<file path="config.mk">
export PLATFORM = sky130hd
export DESIGN_NAME = ex_stage
export DESIGN_NICKNAME = d
export VERILOG_FILES = /design/src/rtl/ex_stage.sv
export SDC_FILE = /design/constraint.sdc
export NUM_CORES = 1
export LEC_CHECK = 0
export ABC_CLOCK_PERIOD_IN_PS = 10150
export CORE_MARGIN = 4
export CORE_UTILIZATION = 45
export DETAILED_ROUTE_END_ITERATION = 6
export PLACE_DENSITY = 0.67
export SLEW_MARGIN = 25
export SYNTH_ARGS = -nofsm -noshare
export SYNTH_HDL_FRONTEND = slang
export SYNTH_SLANG_ARGS = --single-unit
</file>
<file path="constraint.sdc">
create_clock -name clk -period 10.15 [get_ports clk]
set_input_delay 2.5375 -clock clk [delete_from_list [all_inputs] [get_ports clk]]
set_output_delay 2.5375 -clock clk [all_outputs]
set_load 0.02 [all_outputs]
</file>
<file path="src/rtl/ex_stage.sv">
// ----------------------------------------------------------------------------
// ex_stage
//
// Execute stage of a five-stage MIPS-style pipeline, together with the EX/MEM
// pipeline register. Single-cycle ALU operations issue a result on the edge
// that accepts them. A multiply runs on a 32-iteration shift-add engine and
// holds the stage busy until its product is written into EX/MEM.
//
// Ports
//   clk, rst_n        rising-edge clock, asynchronous active-low reset
//   in_valid          ID/EX fields carry a real instruction
//   WB, M             write-back / memory control, passed through
//   RegDst            write register select (1 = RD, 0 = RT)
//   ALUop, ALUsrc     ALU operation class, operand-B select (1 = SignExt)
//   NextAdress        PC+4 of the instruction
//   OP1, OP2          register operands
//   SignExt           sign-extended immediate, bits [5:0] hold funct
//   RT, RD            register specifiers
//   mem_stall         downstream hold, EX/MEM register freezes
//   flush             synchronous squash of the stage
//   busy              stage cannot accept (multiply in progress)
//   out_valid         EX/MEM holds a real instruction
//   O_*               registered EX/MEM fields
// ----------------------------------------------------------------------------
module ex_stage (
    input  logic        clk,
    input  logic        rst_n,
    input  logic        in_valid,
    input  logic [1:0]  WB,
    input  logic [2:0]  M,
    input  logic        RegDst,
    input  logic [1:0]  ALUop,
    input  logic        ALUsrc,
    input  logic [31:0] NextAdress,
    input  logic [31:0] OP1,
    input  logic [31:0] OP2,
    input  logic [31:0] SignExt,
    input  logic [4:0]  RT,
    input  logic [4:0]  RD,
    input  logic        mem_stall,
    input  logic        flush,
    output logic        busy,
    output logic        out_valid,
    output logic [1:0]  O_WB,
    output logic [2:0]  O_M,
    output logic [31:0] O_ALUResult,
    output logic        O_Zero,
    output logic [31:0] O_BranchTarget,
    output logic [31:0] O_WriteData,
    output logic [4:0]  O_WriteReg
);

    typedef enum logic [1:0] {
        ST_IDLE,
        ST_MUL,
        ST_DONE
    } state_t;

    state_t      r_state;
    logic [5:0]  r_count;

    // Shift-add engine: only the low 32 product bits are ever needed, so the
    // accumulator and the left-shifting multiplicand are both 32 bits wide.
    logic [31:0] r_mulAcc;
    logic [31:0] r_multiplicand;
    logic [31:0] r_multiplier;

    // Fields of the multiply captured at issue, released with the product.
    logic [1:0]  r_mulWB;
    logic [2:0]  r_mulM;
    logic [4:0]  r_mulWriteReg;
    logic [31:0] r_mulBranchTarget;
    logic [31:0] r_mulWriteData;

    // EX/MEM register.
    logic        r_outValid;
    logic [1:0]  r_oWB;
    logic [2:0]  r_oM;
    logic [31:0] r_oALUResult;
    logic        r_oZero;
    logic [31:0] r_oBranchTarget;
    logic [31:0] r_oWriteData;
    logic [4:0]  r_oWriteReg;

    logic [31:0] w_opB;
    logic [5:0]  w_funct;
    logic [31:0] w_aluResult;
    logic        w_isMult;
    logic [31:0] w_branchTarget;
    logic [4:0]  w_writeReg;
    logic        w_accept;
    logic [31:0] w_mulAdd;

    assign w_opB          = ALUsrc ? SignExt : OP2;
    assign w_funct        = SignExt[5:0];
    assign w_branchTarget = NextAdress + {SignExt[29:0], 2'b00};
    assign w_writeReg     = RegDst ? RD : RT;
    assign w_accept       = in_valid && (r_state == ST_IDLE) && !mem_stall && !flush;
    assign w_mulAdd       = r_mulAcc + (r_multiplier[0] ? r_multiplicand : 32'd0);

    // ALU decode. Unknown funct codes fall back to add so the stage never
    // produces an undefined value; mult is flagged and handled by the FSM.
    always_comb begin
        w_aluResult = OP1 + w_opB;
        w_isMult    = 1'b0;
        case (ALUop)
            2'b00: w_aluResult = OP1 + w_opB;
            2'b01: w_aluResult = OP1 - w_opB;
            2'b11: w_aluResult = OP1 | w_opB;
            default: begin
                case (w_funct)
                    6'h20: w_aluResult = OP1 + w_opB;
                    6'h22: w_aluResult = OP1 - w_opB;
                    6'h24: w_aluResult = OP1 & w_opB;
                    6'h25: w_aluResult = OP1 | w_opB;
                    6'h2A: w_aluResult = {31'd0, ($signed(OP1) < $signed(w_opB))};
                    6'h18: w_isMult    = 1'b1;
                    default: w_aluResult = OP1 + w_opB;
                endcase
            end
        endcase
    end

    // Pipeline register and multiplier FSM. Flush wins over everything. A
    // downstream stall freezes the EX/MEM register and the FSM, except that a
    // multiply in progress keeps iterating so the stall does not lengthen it.
    always_ff @(posedge clk or negedge rst_n) begin
        if (!rst_n) begin
            r_state           <= ST_IDLE;
            r_count           <= 6'd0;
            r_mulAcc          <= 32'd0;
            r_multiplicand    <= 32'd0;
            r_multiplier      <= 32'd0;
            r_mulWB           <= 2'd0;
            r_mulM            <= 3'd0;
            r_mulWriteReg     <= 5'd0;
            r_mulBranchTarget <= 32'd0;
            r_mulWriteData    <= 32'd0;
            r_outValid        <= 1'b0;
            r_oWB             <= 2'd0;
            r_oM              <= 3'd0;
            r_oALUResult      <= 32'd0;
            r_oZero           <= 1'b0;
            r_oBranchTarget   <= 32'd0;
            r_oWriteData      <= 32'd0;
            r_oWriteReg       <= 5'd0;
        end else if (flush) begin
            r_state    <= ST_IDLE;
            r_count    <= 6'd0;
            r_outValid <= 1'b0;
            r_oWB      <= 2'd0;
            r_oM       <= 3'd0;
        end else begin
            if (r_state == ST_MUL) begin
                r_mulAcc       <= w_mulAdd;
                r_multiplicand <= {r_multiplicand[30:0], 1'b0};
                r_multiplier   <= {1'b0, r_multiplier[31:1]};
                r_count        <= r_count + 6'd1;
                if (r_count == 6'd31) begin
                    r_state <= ST_DONE;
                end
            end

            if (!mem_stall) begin
                case (r_state)
                    ST_IDLE: begin
                        if (w_accept && !w_isMult) begin
                            r_outValid      <= 1'b1;
                            r_oWB           <= WB;
                            r_oM            <= M;
                            r_oALUResult    <= w_aluResult;
                            r_oZero         <= (w_aluResult == 32'd0);
                            r_oBranchTarget <= w_branchTarget;
                            r_oWriteData    <= OP2;
                            r_oWriteReg     <= w_writeReg;
                        end else begin
                            r_outValid <= 1'b0;
                            r_oWB      <= 2'd0;
                            r_oM       <= 3'd0;
                        end
                        if (w_accept && w_isMult) begin
                            r_state           <= ST_MUL;
                            r_count           <= 6'd0;
                            r_mulAcc          <= 32'd0;
                            r_multiplicand    <= OP1;
                            r_multiplier      <= w_opB;
                            r_mulWB           <= WB;
                            r_mulM            <= M;
                            r_mulWriteReg     <= w_writeReg;
                            r_mulBranchTarget <= w_branchTarget;
                            r_mulWriteData    <= OP2;
                        end
                    end
                    ST_MUL: begin
                        r_outValid <= 1'b0;
                        r_oWB      <= 2'd0;
                        r_oM       <= 3'd0;
                    end
                    ST_DONE: begin
                        r_state         <= ST_IDLE;
                        r_outValid      <= 1'b1;
                        r_oWB           <= r_mulWB;
                        r_oM            <= r_mulM;
                        r_oALUResult    <= r_mulAcc;
                        r_oZero         <= (r_mulAcc == 32'd0);
                        r_oBranchTarget <= r_mulBranchTarget;
                        r_oWriteData    <= r_mulWriteData;
                        r_oWriteReg     <= r_mulWriteReg;
                    end
                    default: begin
                        r_state <= ST_IDLE;
                    end
                endcase
            end
        end
    end

    assign busy           = (r_state != ST_IDLE);
    assign out_valid      = r_outValid;
    assign O_WB           = r_oWB;
    assign O_M            = r_oM;
    assign O_ALUResult    = r_oALUResult;
    assign O_Zero         = r_oZero;
    assign O_BranchTarget = r_oBranchTarget;
    assign O_WriteData    = r_oWriteData;
    assign O_WriteReg     = r_oWriteReg;

endmodule
</file>
==> results.toml, run 1 <==
[setup_path]
worstPathRequired_ns = 10.64
startpoint = "ALUsrc"
crit_end = "O_Zero"
start_kind = "input port"
critPathKind = "input port to flip-flop"
r2r_slack_ns = 5.20
reg2reg_from = "r_state[0]"
crit_path_end_kind = "flip-flop"
rr_endpoint = "O_Zero"
worstPathArrival_ns = 8.12
reg2regPathDepth = 15
worstPathMaxFanout = 32

[clocking]
cts_made_buffers = 35
holdBufCountCts = 0
h-tree-depth = 2
cts_tree = "yes"
postCtsSetupBuffers = 0
path_clk_slew_ns = 0.06
clk_path_buf_depth = 3
cts.sinks = 286
clkLatencyLatePin_ns = 0.56
clockRootBuffer = "clkbuf_16"
cts.repair.resized = 0

[detailed_routing]
via_per_inst = 5.992
drtIter0Drc = 2078
drc = 0
ant_nets = 0
wl_per_cell_um = 23.95
drt-total-wl_mm = 82.11
drt-pass1-iter-count = 7
vias = 20550

[timing]
setup_slack_ns = 2.522
fmax_ghz = 0.1311
grt_setup_unrepaired = "false"
post-route-min-period_ns = 7.628
clock_skew_ns = 0.01594
maxSlewHeadroom_pct = 33.26
finalSetupTns_ns = 0
min_period_over_period_pct = 75.15
final-hold-violation-count = 0
worst_pin_slew_ns = 1.001
slew_viol_final = 0
setup_viol = 0

[hold_path]
hp-class = "flip-flop to flip-flop"

[synth]
synth_edf_count = 0
synth_cells = 2615
ys_seq_area_share_pct = 33.26
synth_fp_nets = 2948
synth_top_family_by_area = "compound AO/OA/AOI/OAI gates"
synth-seq-cells = 286
synthAdderAreaFrac_pct = 10.67
synth_mux_area_share_pct = 5.722
async_flop_share_pct = 100.0
yosysWarnings = 0
avgSynthCellArea_sq_um = 8.228
synth.distinct_cells = 94
ys.flop_type = "dfrtp_1"
synth_compound_area_share_pct = 22.64
synth-simple-area-share_pct = 18.69
synthesis.area_sq_um = 21520
synth-xor-area-share_pct = 4.152

[placement]
place_ws_ns = 2.021
gp_congestion = 1.012
dp_hpwl_mm = 62.07
port_buffers = 260

[global_route]
grt_pass1_wl_mm = 122.8
grtUsageTotal_pct = 31.06
grt_max_degree = 140
grt_antenna_before_repair = 3
grt_pass1_vias = 19780
overflow = 0

[floorplanning]
rows = 79
io_pins = 261
die_w_um = 226.7
die_h_um = 226.7
start_util_pct = 45.83
die_area_sq_um = 51370
fp.coreArea_sq_um = 46950

[cells_and_area]
areaGrowthSynthToFinish_pct = 19.64
drive_above_1_share_pct = 6.024
diodes = 0
layout.nets = 3136

[power]
vdd_drop_max_mv = 0.1309
power_density_nw_per_um2 = 143.6
p_leak_nw = 12.04

[outcome]
outcome = "completed"

[run]
cap_violations = 0
## worst min path at each step
stage	start	endpoint	slack [ns]	depth (start not counted)
global route	r_mulWriteData[28]	r_mulWriteData[28]	0.49	2
floorplan	r_mulBranchTarget[30]	r_mulBranchTarget[30]	0.44	2
finish	r_mulWriteData[16]	r_mulWriteData[16]	0.47	2
detailed placement	r_mulBranchTarget[30]	r_mulBranchTarget[30]	0.46	2
CTS	r_mulBranchTarget[30]	r_mulBranchTarget[30]	0.47	2
global placement	r_mulBranchTarget[30]	r_mulBranchTarget[30]	0.45	2
## routing by layer
| layer | vias to the layer above | track usage [%] | share of wire (%) | routed length (um) |
|---|---|---|---|---|
| met1 | 10020 | 45.69 | 46 | 38110 |
| li1 | 9597 | - | - | - |
| met5 | - | 0 | 0.016 | 13 |
| met3 | 120 | 4.492 | 7.0 | 5712 |
| met2 | 803 | 47.59 | 44 | 35760 |
| met4 | 2 | 9.230 | 3.1 | 2514 |
## where the power goes
part	internal (mW)	leakage [nW]	switching, mW
logic	0.484	7.68	0.695
clock network	0.712	0.528	0.501
registers	1.24	3.83	0.0637
## synthesized netlist by cell type, types with 6 or more instances
| library cell | n | share of area [%] |
|---|---|---|
| a222oi_1 | 21 | 0.98 |
| o21a_1 | 12 | 0.42 |
| o31ai_1 | 19 | 0.66 |
| buf_1 | 6 | 0.10 |
| nand2b_1 | 15 | 0.44 |
| a21o_1 | 52 | 1.8 |
| a21oi_1 | 164 | 3.8 |
| o21bai_1 | 29 | 1.0 |
| o22ai_1 | 8 | 0.23 |
| nand3_1 | 27 | 0.63 |
| nor3_1 | 37 | 0.86 |
| nor3b_1 | 9 | 0.31 |
| dfrtp_1 | 286 | 33 |
| o221ai_1 | 11 | 0.45 |
| mux2_2 | 40 | 2.1 |
| a31oi_1 | 64 | 1.9 |
| and2_1 | 36 | 1.0 |
| o211ai_1 | 22 | 0.77 |
| mux2i_1 | 78 | 3.6 |
| o21ai_1 | 8 | 0.19 |
| xnor2_1 | 67 | 2.7 |
| and3_1 | 13 | 0.38 |
| a22oi_1 | 7 | 0.24 |
| inv_1 | 136 | 2.4 |
| buf_2 | 8 | 0.19 |
| nor2b_1 | 28 | 0.81 |
| or3_1 | 15 | 0.44 |
| or2_2 | 7 | 0.20 |
| ha_1 | 177 | 10 |
| nor4_1 | 17 | 0.49 |
| a211oi_1 | 24 | 0.84 |
| nand2_1 | 490 | 8.5 |
| or4_1 | 6 | 0.21 |
| o21ai_0 | 224 | 5.2 |
| nor2_1 | 167 | 2.9 |
| xor2_1 | 35 | 1.4 |
| a211o_1 | 8 | 0.33 |
| clkbuf_1 | 119 | 2.1 |
| nand4_1 | 10 | 0.29 |
## kinds of logic (layout without fill, tap and decap cells)
| group | Yosys count | after routing |
|---|---|---|
| xor gates and xnor gates | 102 | 102 |
| buffers and inverters | 273 | 480 |
| and+or+nand+nor | 900 | 900 |
| muxes | 118 | 118 |
| adders and majority gates | 181 | 181 |
| AOI/OAI and AO/OA | 755 | 755 |
| DFF | 286 | 286 |
## cell usage in the layout (no fill, tap or decap), types with 26 or more instances in the layout
cell	instances
nand2_1	490
dfrtp_1	286
clkdlybuf4s50_1	259
o21ai_0	224
ha_1	176
nor2_1	166
a21oi_1	164
inv_1	136
mux2i_1	78
xnor2_1	67
a31oi_1	64
a21o_1	52
mux2_2	40
nor3_1	37
and2_1	36
xor2_1	35
clkbuf_16	35
o21bai_1	28
nor2b_1	27
nand3_1	26
## critical path, cell delays in order
cell             delay [ns]
clkdlybuf4s50_1        0.47
buf_4                  0.43
mux2_2                 0.48
ha_1                   0.26
fa_1                   0.46
a21o_1                 0.22
a221oi_2               0.41
o21ai_0                0.17
xnor2_1                0.22
a21oi_1                0.10
a211oi_1               0.36
nand4_1                0.17
nor4_1                 0.49
nand4_1                0.22
or4_1                  0.56
or4b_1                 0.47
nand2_1                0.08
## sequential cells by signal, indices dropped and copies added (netlist names)
| signal | count |
|---|---|
| O_ALUResult | 32 |
| O_BranchTarget | 32 |
| O_WriteData | 32 |
| r_mulAcc | 32 |
| r_mulBranchTarget | 32 |
| r_mulWriteData | 32 |
| r_multiplicand | 32 |
| r_multiplier | 32 |
| r_count | 6 |
| O_WriteReg | 5 |
| r_mulWriteReg | 5 |
| O_M | 3 |
| r_mulM | 3 |
| O_WB | 2 |
| r_mulWB | 2 |
| r_state | 2 |
| O_Zero | 1 |
| out_valid | 1 |
## layout make-up
| class | count | area, sq um |
|---|---|---|
| clock inverters | 6 | 80.08 |
| repair buffers | 287 | 2855 |
| inverters | 137 | 514.2 |
| clock buffers | 50 | 1002 |
| flip-flops and latches | 286 | 7157 |
| well taps | 607 | 759.5 |
| multi-input cells | 2056 | 13370 |
| fillers | 4314 | 21210 |
## stage by stage
stage / power [mW] / std cells / util [%] / hold slack [ns] / cell area (sq um)
finish: 3.697 / 3429 / 54.82 / 0.4709 / 25740
global route: 3.860 / 3429 / 54.82 / 0.4906 / 25740
CTS: 3.710 / 3429 / 54.82 / 0.4730 / 25740
detailed placement: 2.486 / 3373 / 52.52 / 0.4604 / 24660
global placement: 2.481 / 3372 / 52.46 / 0.4503 / 24630
floorplan: 1.962 / 2615 / - / 0.4390 / 21520
(Power assumes the default switching activity.)
==> run 2, diff against run 1 <==
Settings changed: ABC_CLOCK_PERIOD_IN_PS 10150 to 7900.
Clock period 10.15 ns to 7.9 ns, I/O delays scaled along.
==> results.toml, run 2 (same netlist as run 1, synthesis figures left out) <==
[outcome]
outcome = "finished, violations left"
violations = "DRC"

[cells_and_area]
drive_above_1_share_pct = 6.523
layout.nets = 3148
final_common_cell = "nand2_1"
mostFrequentLayoutCells = "nand2_1, dfrtp_1, clkdlybuf4s50_1"
final_util_pct = 55.15
areaGrowthSynthToFinish_pct = 20.35

[detailed_routing]
wl_met2_mm = 35.43
drc = 5
wl_per_cell_um = 23.39
via_per_inst = 6.002
vias = 20670
drtIter0Drc = 2054
met3WireLength_mm = 6.418
drt-total-wl_mm = 80.54
ant_nets = 0
top_layer_used = "met4"
m1WireLength_mm = 35.41
drt-pass1-iter-count = 7

[placement]
gp_congestion = 1.056
place_ws_ns = 0.3703
port_buffers = 260
dp_hpwl_mm = 61.16

[global_route]
grt_pass1_vias = 19920
grt_antenna_before_repair = 3
overflow = 0
grt_max_degree = 201
grtUsageTotal_pct = 30.32
grt_pass1_wl_mm = 120.1

[floorplanning]
start_util_pct = 45.83
io_pins = 261
die_h_um = 226.7
die_area_sq_um = 51370
die_w_um = 226.7
rows = 79
fp.coreArea_sq_um = 46950

[timing]
post-route-min-period_ns = 7.085
clock_skew_ns = 0.009408
holdWs_ns = 0.4701
min_period_over_period_pct = 89.68
grt_setup_unrepaired = "false"
final-hold-violation-count = 0
setup_viol = 0
finalSetupTns_ns = 0
slew_viol_final = 0
maxSlewHeadroom_pct = 22.71
worst_pin_slew_ns = 1.159
setup_slack_ns = 0.8150
fmax_ghz = 0.1411

[clocking]
clkLatencyLatePin_ns = 0.55
clk_path_buf_depth = 3
cts_tree = "yes"
h-tree-depth = 2
cts_made_buffers = 35
cts.sinks = 286
cts.repair.resized = 0
path_clk_slew_ns = 0.05
postCtsSetupBuffers = 0
holdBufCountCts = 0
clockRootBuffer = "clkbuf_16"

[setup_path]
worstPathMaxFanout = 10
critPathKind = "input port to flip-flop"
crit_path_end_kind = "flip-flop"
reg2regPathDepth = 13
start_kind = "input port"
worstPathArrival_ns = 7.57
worstPathRequired_ns = 8.38
r2r_slack_ns = 3.21
reg2reg_from = "r_multiplier[0]"
rr_endpoint = "r_mulAcc[31]"

[power]
p_leak_nw = 12.13
power_mw = 4.783
power_density_nw_per_um2 = 184.7
vdd_drop_max_mv = 0.1154

[hold_path]
hold_end = "O_BranchTarget[31]"
hold_depth = 1
min_from = "O_BranchTarget[31]"
hp-class = "flip-flop to flip-flop"

[run]
cap_violations = 0
-- run 2: cell count changes in the layout (fill, tap and decap cells not counted), sizes merged --
cell,delta
buf,+12
bufinv,+1
clkbuf,-1
clkinv,+5
diode,+1
inv,-3
-- run 2: power breakdown --
part	internal, mW	switching (mW)
clock	0.954	0.643
sequential	1.59	0.0827
combinational	0.625	0.884
-- run 2: area by class of cell --
| cell class | count | area, sq um |
|---|---|---|
| repair buffers | 299 | 2958 |
| fillers | 4307 | 21060 |
| inverters | 137 | 514.2 |
| flip-flops and latches | 286 | 7157 |
| multi-input cells | 2056 | 13370 |
| clock buffers | 49 | 1008 |
| well taps | 607 | 759.5 |
| diodes | 1 | 2.502 |
| clock inverters | 9 | 120.1 |
-- run 2: how the worst max path moves through the flow --
stage | cells past startpoint | start | endpoint
after CTS | 16 | ALUsrc | O_Zero
after floorplan | 16 | ALUsrc | O_Zero
after global routing | 16 | ALUsrc | O_Zero
final | 16 | ALUsrc | O_Zero
after detailed placement | 16 | ALUsrc | O_Zero
after global placement | 16 | ALUsrc | O_Zero
-- run 2: metrics by stage --
stage	cells	instance area, sq um
2_1_floorplan	2615	21520
3_3_place_gp	3384	24730
3_5_place_dp	3385	24760
4_1_cts	3443	25880
5_1_grt	3443	25890
6_report	3444	25890
-- run 2: worst max-delay path, cell delays in order --
cell,delay (ns)
clkdlybuf4s50_1,0.93
mux2_2,0.47
ha_1,0.23
fa_1,0.45
nor3_2,0.23
o311ai_0,0.26
nand2_1,0.20
xnor2_1,0.10
a221o_1,0.34
a211oi_1,0.35
nand4_1,0.20
nor4_1,0.48
nand4_1,0.20
or4_1,0.57
or4b_1,0.47
nand2_1,0.08
-- run 2: layer usage --
metal  global-route usage, %  vias to the layer above
li1                        -                     9607
met1                   42.90                    10040
met2                   46.38                      862
met3                   5.308                      163
met4                   11.88                        0
met5                       0                        -
==> run 3, diff against run 2 <==
Settings changed: CAP_MARGIN set to 0.
==> results of run 3 <==
The final DEF is identical to that of run 2; final timing and power are the same.
